===== src/rtl/fetch_stage_pkg.sv =====
// Uop package: the fetch-to-decode uop format and front-end constants.
// When FETCH_MISALIGN_EXC_EN is defined, fetch_t carries an 'ex' flag that
// marks a misaligned-redirect exception uop.
package Uop;

  localparam logic [31:0] RESET_PC_DEFAULT = 32'h0000_0000;
  localparam int          INSTR_BYTES      = 4;

  typedef struct packed {
    logic [31:0] pc;
    logic [31:0] enc;
`ifdef FETCH_MISALIGN_EXC_EN
    logic        ex;
`endif
  } fetch_t;

  // Clears the byte-offset bits so the address points at an instruction word.
  function automatic logic [31:0] wordAlign(input logic [31:0] addr);
    return addr & ~32'(INSTR_BYTES - 1);
  endfunction

endpackage


===== src/rtl/pipeline_if.sv =====
// Valid/stall handshake between pipeline stages. The producer drives valid
// and the consumer drives stall. A transfer happens on a clock edge where
// valid is high and stall is low.
interface pipeline_if;
  logic valid;
  logic stall;

  modport Downstream (output valid, input stall);
  modport Upstream   (input valid, output stall);
endinterface


===== src/rtl/fetch_stage_buffer.sv =====
// fetch_buffer: 2-entry synchronous FIFO of fetch_t with push, pop, flush and
// an occupancy count. Flush has priority over push, so a response that arrives
// in a redirect cycle never lands in the cleared buffer.
module fetch_buffer
  import Uop::*;
(
  input  logic       clk,
  input  logic       rst,
  input  logic       flush,
  input  logic       push,
  input  fetch_t     pushData,
  input  logic       pop,
  output fetch_t     headData,
  output logic [1:0] count
);

  fetch_t entries [2];
  logic   rdPtr;
  logic   wrPtr;

  assign headData = entries[rdPtr];

  // Pointer and count bookkeeping; a flush returns the buffer to empty at once.
  always_ff @(posedge clk) begin
    if (rst || flush) begin
      rdPtr <= 1'b0;
      wrPtr <= 1'b0;
      count <= 2'd0;
    end else begin
      if (push) begin
        wrPtr <= ~wrPtr;
      end
      if (pop) begin
        rdPtr <= ~rdPtr;
      end
      count <= count + {1'b0, push} - {1'b0, pop};
    end
  end

  // Storage write. It is not reset because the count already marks the entries as empty.
  always_ff @(posedge clk) begin
    if (!rst && !flush && push) begin
      entries[wrPtr] <= pushData;
    end
  end

  // The fetch credit scheme must never push into a full buffer.
  assert property (@(posedge clk) disable iff (rst) !(push && !flush && count == 2'd2));

endmodule


===== src/rtl/fetch_stage.sv =====
// fetch_stage: owns the PC, issues in-order instruction-memory reads with up
// to MAX_OUTSTANDING credits (reads in flight plus buffered responses), tags
// each response with its request PC, and presents a registered uop to decode.
// A redirect flushes buffered work and drops the stale responses still in flight.
// The optional macro FETCH_MISALIGN_EXC_EN turns a misaligned redirect into a
// single exception uop. Without it, the target is word-aligned.
module fetch_stage
  import Uop::*;
#(
  parameter logic [31:0] RESET_PC        = RESET_PC_DEFAULT,
  parameter int          MAX_OUTSTANDING = 2
) (
  input  logic               clk,
  input  logic               rst,
  pipeline_if.Downstream     d,
  output fetch_t             uopOut,
  output logic               imemReqValid,
  output logic [31:0]        imemReqAddr,
  input  logic               imemReqReady,
  input  logic               imemRspValid,
  input  logic [31:0]        imemRspData,
  input  logic               redirectValid,
  input  logic [31:0]        redirectPc
);

  localparam logic [2:0] CREDIT_LIMIT = 3'(MAX_OUTSTANDING);

  logic [31:0] pc;
  logic [1:0]  inflight;
  logic [1:0]  dropCnt;
  logic [1:0]  fifoCount;
  logic [31:0] reqPcQ [2];
  logic        qRd;
  logic        qWr;
  logic        dValid;
  fetch_t      uopReg;
  fetch_t      fifoHead;
  fetch_t      rspUop;
  logic [31:0] redirectTarget;
  logic        accept;
  logic        rspTagged;
  logic        rspLive;
  logic        advance;
  logic        fifoPush;
  logic        fifoPop;
  logic        creditOk;
  logic        fetchIdle;

`ifdef FETCH_MISALIGN_EXC_EN
  logic   excPending;
  logic   excIdle;
  logic   misaligned;
  fetch_t excUop;
  assign misaligned     = redirectPc[1:0] != 2'b00;
  assign redirectTarget = redirectPc;
  assign fetchIdle      = excIdle;
`else
  assign redirectTarget = wordAlign(redirectPc);
  assign fetchIdle      = 1'b0;
`endif

  assign creditOk     = ({1'b0, inflight} + {1'b0, fifoCount}) < CREDIT_LIMIT;
  assign imemReqValid = !rst && !redirectValid && !fetchIdle && creditOk;
  assign imemReqAddr  = pc;
  assign accept       = imemReqValid && imemReqReady;
  assign rspTagged    = imemRspValid && (dropCnt == 2'd0);
  assign rspLive      = rspTagged && !redirectValid;
  assign advance      = !dValid || !d.stall;
  assign fifoPop      = !redirectValid && advance && (fifoCount != 2'd0);
  assign fifoPush     = rspLive && !(advance && (fifoCount == 2'd0));
  assign d.valid      = dValid;
  assign uopOut       = uopReg;

  // Build the tagged response uop, and the exception uop when that feature is enabled.
  always_comb begin
    rspUop     = '0;
    rspUop.pc  = reqPcQ[qRd];
    rspUop.enc = imemRspData;
`ifdef FETCH_MISALIGN_EXC_EN
    excUop     = '0;
    excUop.pc  = pc;
    excUop.ex  = 1'b1;
`endif
  end

  // Program counter: reset vector, redirect target, or next word after an accepted read.
  always_ff @(posedge clk) begin
    if (rst) begin
      pc <= RESET_PC;
    end else if (redirectValid) begin
      pc <= redirectTarget;
    end else if (accept) begin
      pc <= pc + 32'(INSTR_BYTES);
    end
  end

  // Count reads in flight, and on a redirect mark the ones still owed as stale.
  always_ff @(posedge clk) begin
    if (rst) begin
      inflight <= 2'd0;
      dropCnt  <= 2'd0;
    end else begin
      inflight <= inflight + {1'b0, accept} - {1'b0, imemRspValid};
      if (redirectValid) begin
        dropCnt <= inflight - {1'b0, imemRspValid};
      end else if (imemRspValid && dropCnt != 2'd0) begin
        dropCnt <= dropCnt - 2'd1;
      end
    end
  end

  // Request-PC queue: pushed on accept, popped by each response that is not dropped.
  always_ff @(posedge clk) begin
    if (rst || redirectValid) begin
      qRd <= 1'b0;
      qWr <= 1'b0;
    end else begin
      if (accept) begin
        reqPcQ[qWr] <= pc;
        qWr         <= ~qWr;
      end
      if (rspTagged) begin
        qRd <= ~qRd;
      end
    end
  end

`ifdef FETCH_MISALIGN_EXC_EN
  // A misaligned redirect arms one exception uop and parks fetch until the next redirect.
  always_ff @(posedge clk) begin
    if (rst) begin
      excPending <= 1'b0;
      excIdle    <= 1'b0;
    end else if (redirectValid) begin
      excPending <= misaligned;
      excIdle    <= misaligned;
    end else if (excPending && advance) begin
      excPending <= 1'b0;
    end
  end
`endif

  // Output register. Buffered uops go first, then a bypassed response; it holds while stalled.
  always_ff @(posedge clk) begin
    if (rst) begin
      dValid <= 1'b0;
      uopReg <= '0;
    end else if (redirectValid) begin
      dValid <= 1'b0;
    end else if (advance) begin
      if (fifoCount != 2'd0) begin
        dValid <= 1'b1;
        uopReg <= fifoHead;
      end else if (rspLive) begin
        dValid <= 1'b1;
        uopReg <= rspUop;
`ifdef FETCH_MISALIGN_EXC_EN
      end else if (excPending) begin
        dValid <= 1'b1;
        uopReg <= excUop;
`endif
      end else begin
        dValid <= 1'b0;
      end
    end
  end

  fetch_buffer u_buffer (
    .clk      (clk),
    .rst      (rst),
    .flush    (redirectValid),
    .push     (fifoPush),
    .pushData (rspUop),
    .pop      (fifoPop),
    .headData (fifoHead),
    .count    (fifoCount)
  );

endmodule


===== src/flat_wrapper.sv =====
// flat-port wrapper written by rule: the top's interface ports become plain ports
module fetch_stage_flat import Uop::*;
#(
  parameter logic [31:0] RESET_PC        = RESET_PC_DEFAULT,
  parameter int          MAX_OUTSTANDING = 2
)
  (clk, rst, uopOut, imemReqValid, imemReqAddr, imemReqReady, imemRspValid, imemRspData, redirectValid, redirectPc, d_valid, d_stall);
  pipeline_if d_i ();
  input  logic clk;
  input  logic rst;
  output fetch_t uopOut;
  output logic imemReqValid;
  output logic [31:0] imemReqAddr;
  input  logic imemReqReady;
  input  logic imemRspValid;
  input  logic [31:0] imemRspData;
  input  logic redirectValid;
  input  logic [31:0] redirectPc;
  output wire logic [$bits(d_i.valid)-1:0] d_valid;
  input wire logic [$bits(d_i.stall)-1:0] d_stall;
  assign d_valid = d_i.valid;
  assign d_i.stall = d_stall;
  fetch_stage #(.RESET_PC(RESET_PC), .MAX_OUTSTANDING(MAX_OUTSTANDING)) u_core (.clk(clk), .rst(rst), .d(d_i), .uopOut(uopOut), .imemReqValid(imemReqValid), .imemReqAddr(imemReqAddr), .imemReqReady(imemReqReady), .imemRspValid(imemRspValid), .imemRspData(imemRspData), .redirectValid(redirectValid), .redirectPc(redirectPc));
endmodule

===== config.mk =====
export PLATFORM = sky130hd
export DESIGN_NAME = fetch_stage_flat
export DESIGN_NICKNAME = d
export VERILOG_FILES = /design/src/rtl/fetch_stage_pkg.sv /design/src/rtl/pipeline_if.sv /design/src/rtl/fetch_stage_buffer.sv /design/src/rtl/fetch_stage.sv /design/src/flat_wrapper.sv
export SDC_FILE = /design/constraint.sdc
export NUM_CORES = 1
export LEC_CHECK = 0
export ABC_AREA = 1
export CELL_PAD_IN_SITES_DETAIL_PLACEMENT = 0
export CELL_PAD_IN_SITES_GLOBAL_PLACEMENT = 1
export CORE_ASPECT_RATIO = 1.5
export CORE_UTILIZATION = 35
export CTS_CLUSTER_DIAMETER = 30
export DETAILED_ROUTE_END_ITERATION = 8
export PLACE_DENSITY_LB_ADDON = 0.1
export SKIP_CTS_REPAIR_TIMING = 1
export SLEW_MARGIN = 30
export SYNTH_ARGS = -nofsm -noshare
export SYNTH_HDL_FRONTEND = slang
export SYNTH_HIERARCHICAL = 1
export SYNTH_SLANG_ARGS = --single-unit

===== constraint.sdc =====
create_clock -name clk -period 11.9 [get_ports clk]
set_clock_uncertainty 0.2 [all_clocks]
set_input_delay 1.19 -clock clk [delete_from_list [all_inputs] [get_ports clk]]
set_output_delay 1.19 -clock clk [all_outputs]
set_load 0.05 [all_outputs]

# Yosys cells after proc, flatten, opt, wreduce, memory -nomap -nowiden
# Memory sizes are Yosys's and may differ from the RTL's. A register that Yosys moved wholly into a read port is not among the register bits.
# Index checks and enable logic that the tools add are counted.
[word_totals]
ff_bits = 107
ramBits = 192
inputBits = 70
output_inout_bits = 98
wordCells = 72
mem_count = 2
[classes]
n_addsub = 8
n_lt_le_gt_ge = 1
mux = 17
bitwise = 5
n_reduce_logical = 27
[memory_table]
columns = ["memory", "depth", "word_bits", "read_ports", "rd_ports_with_merged_regs", "wr", "line_no", "text"]
rows = [
  ["u_core.u_buffer.entries", 2, 64, 1, 1, 1, "fetch_stage_buffer.sv:17", "fetch_t entries [2];"],
  ["u_core.reqPcQ", 2, 32, 1, 1, 1, "fetch_stage.sv:32", "logic [31:0] reqPcQ [2];"],
]
[ops]
columns = ["operator", "n"]
rows = [
  ["$mux 64", 2],
  ["$mux 32", 2],
  ["$add 32x3->32 const B", 1],
  ["$logic_and 1x1->1", 11],
  ["$mux 1", 11],
  ["$reduce_bool 2->1", 5],
  ["$sub 2x1->2", 3],
  ["$logic_not 1->1", 5],
  ["$not 1->1", 5],
  ["$add 2x1->2", 2],
  ["$logic_not 2->1", 2],
  ["$mux 2", 2],
  ["$add 2x2->3", 1],
  ["$lt 3x2->1 const B", 1],
  ["$reduce_and 3->1", 1],
  ["$logic_or 1x1->1", 2],
  ["$reduce_or 2->1", 1],
  ["$sub 2x1->2 const B", 1],
]

# Longest topological paths before layout
[logic_depth]
word_depth = 8
mapped_depth = 13
mapped_depth_nobuf = 13

# Modules after synthesis
# The synthesis kept the hierarchy.
[modules_own_cells]
columns = ["module", "n_inst", "cells_per_inst", "area_each_um2"]
rows = [
  ["fetch_stage", 1, 907, 7495.9],
  ["fetch_buffer", 1, 230, 5146.2],
]

# Least setup slack after synthesis
# No wires, ideal clock.
[synth_timing]
path_type = "input to register"
start = "input port redirectValid"
end = "memory u_core/u_buffer/entries[1][0] (netlist name), enable pin"
arrival_ns = 6.115
t_required_ns = 11.135
slack_ns = 5.021
cell_stages = 6
n_path_buf = 1
cell_sequence = "inv_2 > clkbuf_1 > nand3_1 > inv_1 > inv_1 > nor3_1"
[synth_between]
elab_chain_len = 6
[synth_rtl]
columns = ["element", "line_no", "text"]
rows = [
  ["start: declaration", "flat_wrapper.sv:17", "input logic redirectValid;"],
  ["$logic_not 1->1", "fetch_stage.sv:67", "assign rspLive = rspTagged && !redirectValid;"],
  ["$logic_and 1x1->1", "fetch_stage.sv:67", ""],
  ["$logic_and 1x1->1", "fetch_stage.sv:70", "assign fifoPush = rspLive && !(advance && (fifoCount == 2'd0));"],
  ["via u_core.fifoPush", "fetch_stage.sv:44", "logic fifoPush;"],
  ["$logic_and 1x1->1", "fetch_stage_buffer.sv:42", "if (!rst && !flush && push) begin"],
  ["$mux 1", "fetch_stage_buffer.sv:42", ""],
  ["$mux 1 (implied by the code)", "fetch_stage_buffer.sv:43", "entries[wrPtr] <= pushData;"],
  ["end: declaration", "fetch_stage_buffer.sv:17", ""],
]
# The timed path passes the listed nets, and every way through them passes these cells.

# Worst setup path in the final report
[layout_timing]
start = "input port redirectValid"
end = "output port imemReqValid"
[layout_between]
elab_chain_len = 3
[layout_rtl]
columns = ["element", "line_no", "text"]
rows = [
  ["$logic_not 1->1", "fetch_stage.sv:63", "assign imemReqValid = !rst && !redirectValid && !fetchIdle && creditOk;"],
  ["$logic_and 1x1->1 (2 in series)", "fetch_stage.sv:63", ""],
  ["end: declaration", "flat_wrapper.sv:12", "output logic imemReqValid;"],
]
# Every way passes these cells.

==> impl_metrics.py <==
metrics = {
    "outcome": {
        "status": "finished, final reports clean",
    },
    "setup_path": {
        "rrSetupSlack_ns": 7.77,
        "crit_start": "redirectValid",
        "critPathMaxStageDelay_ns": 0.79,
        "crit_type": "input pin to primary output",
        "rr_worst_depth": 9,
        "timing.rr.start": "u_core/u_buffer/count[1]$_SDFF_PP0_",
        "crit_fanout": 31,
        "crit_slowest_cell": "clkdlybuf4s50_1",
        "cp.required_ns": 10.51,
        "worstSetupEndpointType": "primary output",
        "critPathMostFrequentCell": "clkdlybuf4s50_1",
        "worst_setup_path_start_kind": "input pin",
        "timing.rr.end": "u_core/u_buffer/entries[1][21]$_DFFE_PP_",
        "path_cells": "clkdlybuf4s50_1 -> buf_4 -> nor2_4 -> nand2_1 -> inv_1 -> clkdlybuf4s50_1",
        "crit_arrival_ns": 2.99,
    },
    "hold_path": {
        "worstHoldPathType": "register to register",
        "worstHoldStart": "u_core/uopOut[37]$_SDFFE_PP0P_",
        "min_to": "u_core/uopOut[37]$_SDFFE_PP0P_",
        "hold_depth": 2,
    },
    "power_and_ir_drop": {
        "p_total_uw": 2980,
        "leakage_uw": 0.00606,
        "powerDensity_nw_per_um2": 181,
        "vdd_drop_max_mv": 0.0958,
    },
    "die": {
        "start_util": 0.358,
        "die_h_um": 235,
        "ioPinCount": 168,
        "coreArea_um2": 35300,
        "die_width_um": 157,
        "num_rows": 84,
        "fp.dieArea_um2": 36900,
    },
    "drt": {
        "first_pass_iters": 5,
        "routed_wl_um": 31500,
        "via_per_inst": 4.71,
        "wl_per_cell_um": 17.2,
        "vias": 8617,
        "drtAntennaViolNets": 0,
        "drt_iter0_drc": 411,
        "drc": 0,
    },
    "logic_synthesis": {
        "syn_inst": 1137,
        "synth_seq_cells": 295,
        "ys_warn_count": 6,
        "synth.cell_area_um2": 12600,
        "yosysTopAreaCell": "edfxtp_1",
        "ys_types": 37,
        "syn_area_per_cell_um2": 11.1,
        "yosysSeqAreaShare": 0.616,
        "netlist_top_cells_area": "edfxtp_1 (45%), dfxtp_1 (17%), mux2_4 (7.1%)",
        "synth_top_cell_area_share": 0.447,
    },
    "sta": {
        "grt_setup_unrepaired": "no",
        "finalWorstSetupSlack_ns": 7.52,
        "slew_headroom": 0.387,
        "tns_ns": 0,
        "hold_viol": 0,
        "maxSlewViolCount": 0,
        "setup_viol": 0,
        "period_needed_ns": 4.38,
        "finalCritPeriodShare": 0.368,
        "tightest_slew_ns": 0.918,
        "fmax_mhz": 229,
    },
    "placed_design": {
        "placed_cell_area_um2": 14600,
        "pre_cts_slack_ns": 7.42,
        "place_hpwl_um": 19500,
        "numPortBuffers": 163,
        "place_congestion": 0.807,
        "post-place-cells": 1730,
    },
    "grt": {
        "busiest_layer": "met2",
        "met1_usage": 0.199,
        "grt_pass1_wl_um": 48400,
        "grt_overflow": 0,
        "grt_max_degree": 65,
        "first_global_vias": 8553,
        "grt_use_total": 0.173,
        "antenna_found_initial": 0,
        "use_met3": 0.0321,
        "met2_usage": 0.312,
    },
    "clock_network": {
        "path_clk_slew_ns": 0.04,
        "cts_buffers": 54,
        "cts_tree": "done",
        "cts_buffer_depth": 3,
        "h-tree-depth": 2,
        "root_buffer": "clkbuf_16",
        "clock-sinks": 295,
        "worstSkewPairLatency_ns": 0.56,
    },
    "layout": {
        "fillers": 3344,
        "area_delta_synth_final_pct": 30.3,
        "nNetsFinal": 1391,
        "drive_gt1_frac": 0.166,
        "final_cells": 1831,
        "diodes": 0,
        "finalInstanceArea_um2": 16500,
    },
    "job": {
        "drv_cap": 0,
    },
}
[state kept, by name, summed over array words and instances (netlist names), named ones only]
register                 flops
u_core/d.valid               1
u_core/dropCnt               2
u_core/imemReqAddr          30
u_core/inflight              2
u_core/qRd                   1
u_core/qWr                   1
u_core/reqPcQ               60
u_core/u_buffer/count        2
u_core/u_buffer/entries    128
u_core/u_buffer/rdPtr        1
u_core/u_buffer/wrPtr        1
u_core/uopOut               64
[stage by stage]
| stage | util | hold slack, ns |
|---|---|---|
| after CTS | 0.466 | 0.263 |
| after global placement | 0.412 | 0.250 |
| after detailed placement | 0.412 | 0.256 |
| final | 0.467 | 0.261 |
| after global routing | 0.467 | 0.282 |
| after floorplan | - | 0.243 |
[per-layer routing]
metal / wire length (um) / part of all wire
met3: 1380 / 0.044
met2: 16200 / 0.51
met5: 0 / 0
met1: 13100 / 0.42
met4: 825 / 0.026
[kinds of logic after synthesis]
group                      after synthesis  synth area share
and+or+nand+nor                        402             0.128
DFF                                    295             0.616
AOI/OAI and AO/OA                      193            0.0819
buffers and inverters                  134            0.0563
muxes                                   94             0.102
xor gates and xnor gates                10           0.00693
adders and majority gates                8           0.00851
other                                    1          0.000297
[worst max path at each step]
stage / end
floorplan: u_core/u_buffer/entries[1][0]$_DFFE_PP_
global placement: u_core/u_buffer/entries[1][19]$_DFFE_PP_
detailed placement: u_core/u_buffer/entries[1][49]$_DFFE_PP_
CTS: imemReqValid
global route: u_core/u_buffer/entries[1][20]$_DFFE_PP_
finish: imemReqValid
[worst max-delay path: cells and delay by family]
family                 cells  cell delay [ns]
buffers and inverters      4             1.49
and+or+nand+nor            2             0.30
[power by group]
group / leakage [uW] / switching [uW] / internal (uW) / total (uW)
Clock: 0.000935 / 526 / 1040 / 1570
Sequential: 0.00257 / 29.0 / 1120 / 1150
Combinational: 0.00256 / 166 / 92.9 / 259
[cell type report]
class,count,area [um^2],area share
clock buffer,63,1470,0.0892
clock inverter,38,438,0.0266
inverter,76,290,0.0176
multi-input combinational,713,4190,0.254
sequential,295,7790,0.473
tap,473,592,0.0359
timing repair buffer,173,1710,0.104
[cell usage in the layout (no fill, tap or decap), types with 40 or more instances in the layout]
cell type        instances
a21oi_1                 61
clkbuf_16               57
clkdlybuf4s50_1        162
dfxtp_1                105
edfxtp_1               188
inv_1                   72
mux2_4                  60
nand2_1                227
nor2_1                 114
o21ai_0                 49
o21ai_1                 40
[Yosys cell counts]
master    instances
buf_1             2
nand3_1          37
xor2_1            7
clkbuf_1         19
mux2_2           34
dfxtp_1         107
inv_2             2
or2_2             2
xnor2_1           3
o211ai_1          2
fa_1              1
nand3_2           1
nand2_2           3
buf_6             6
a31oi_1          39
nor2_2            4
inv_4             2
o21ai_0          49
nor2_1          117
o21bai_4          1
nand2_1         227
ha_1              7
and2_1            1
o21ai_1          40
conb_1            1
buf_2            13
o31ai_1           1
a21oi_1          61
buf_12            6
or2_1             1
edfxtp_1        188
nor2_4            3
mux2_4           60
nand4_1           4
nor3_1            2
buf_4            12
inv_1            72
(Power assumes the default switching activity.)
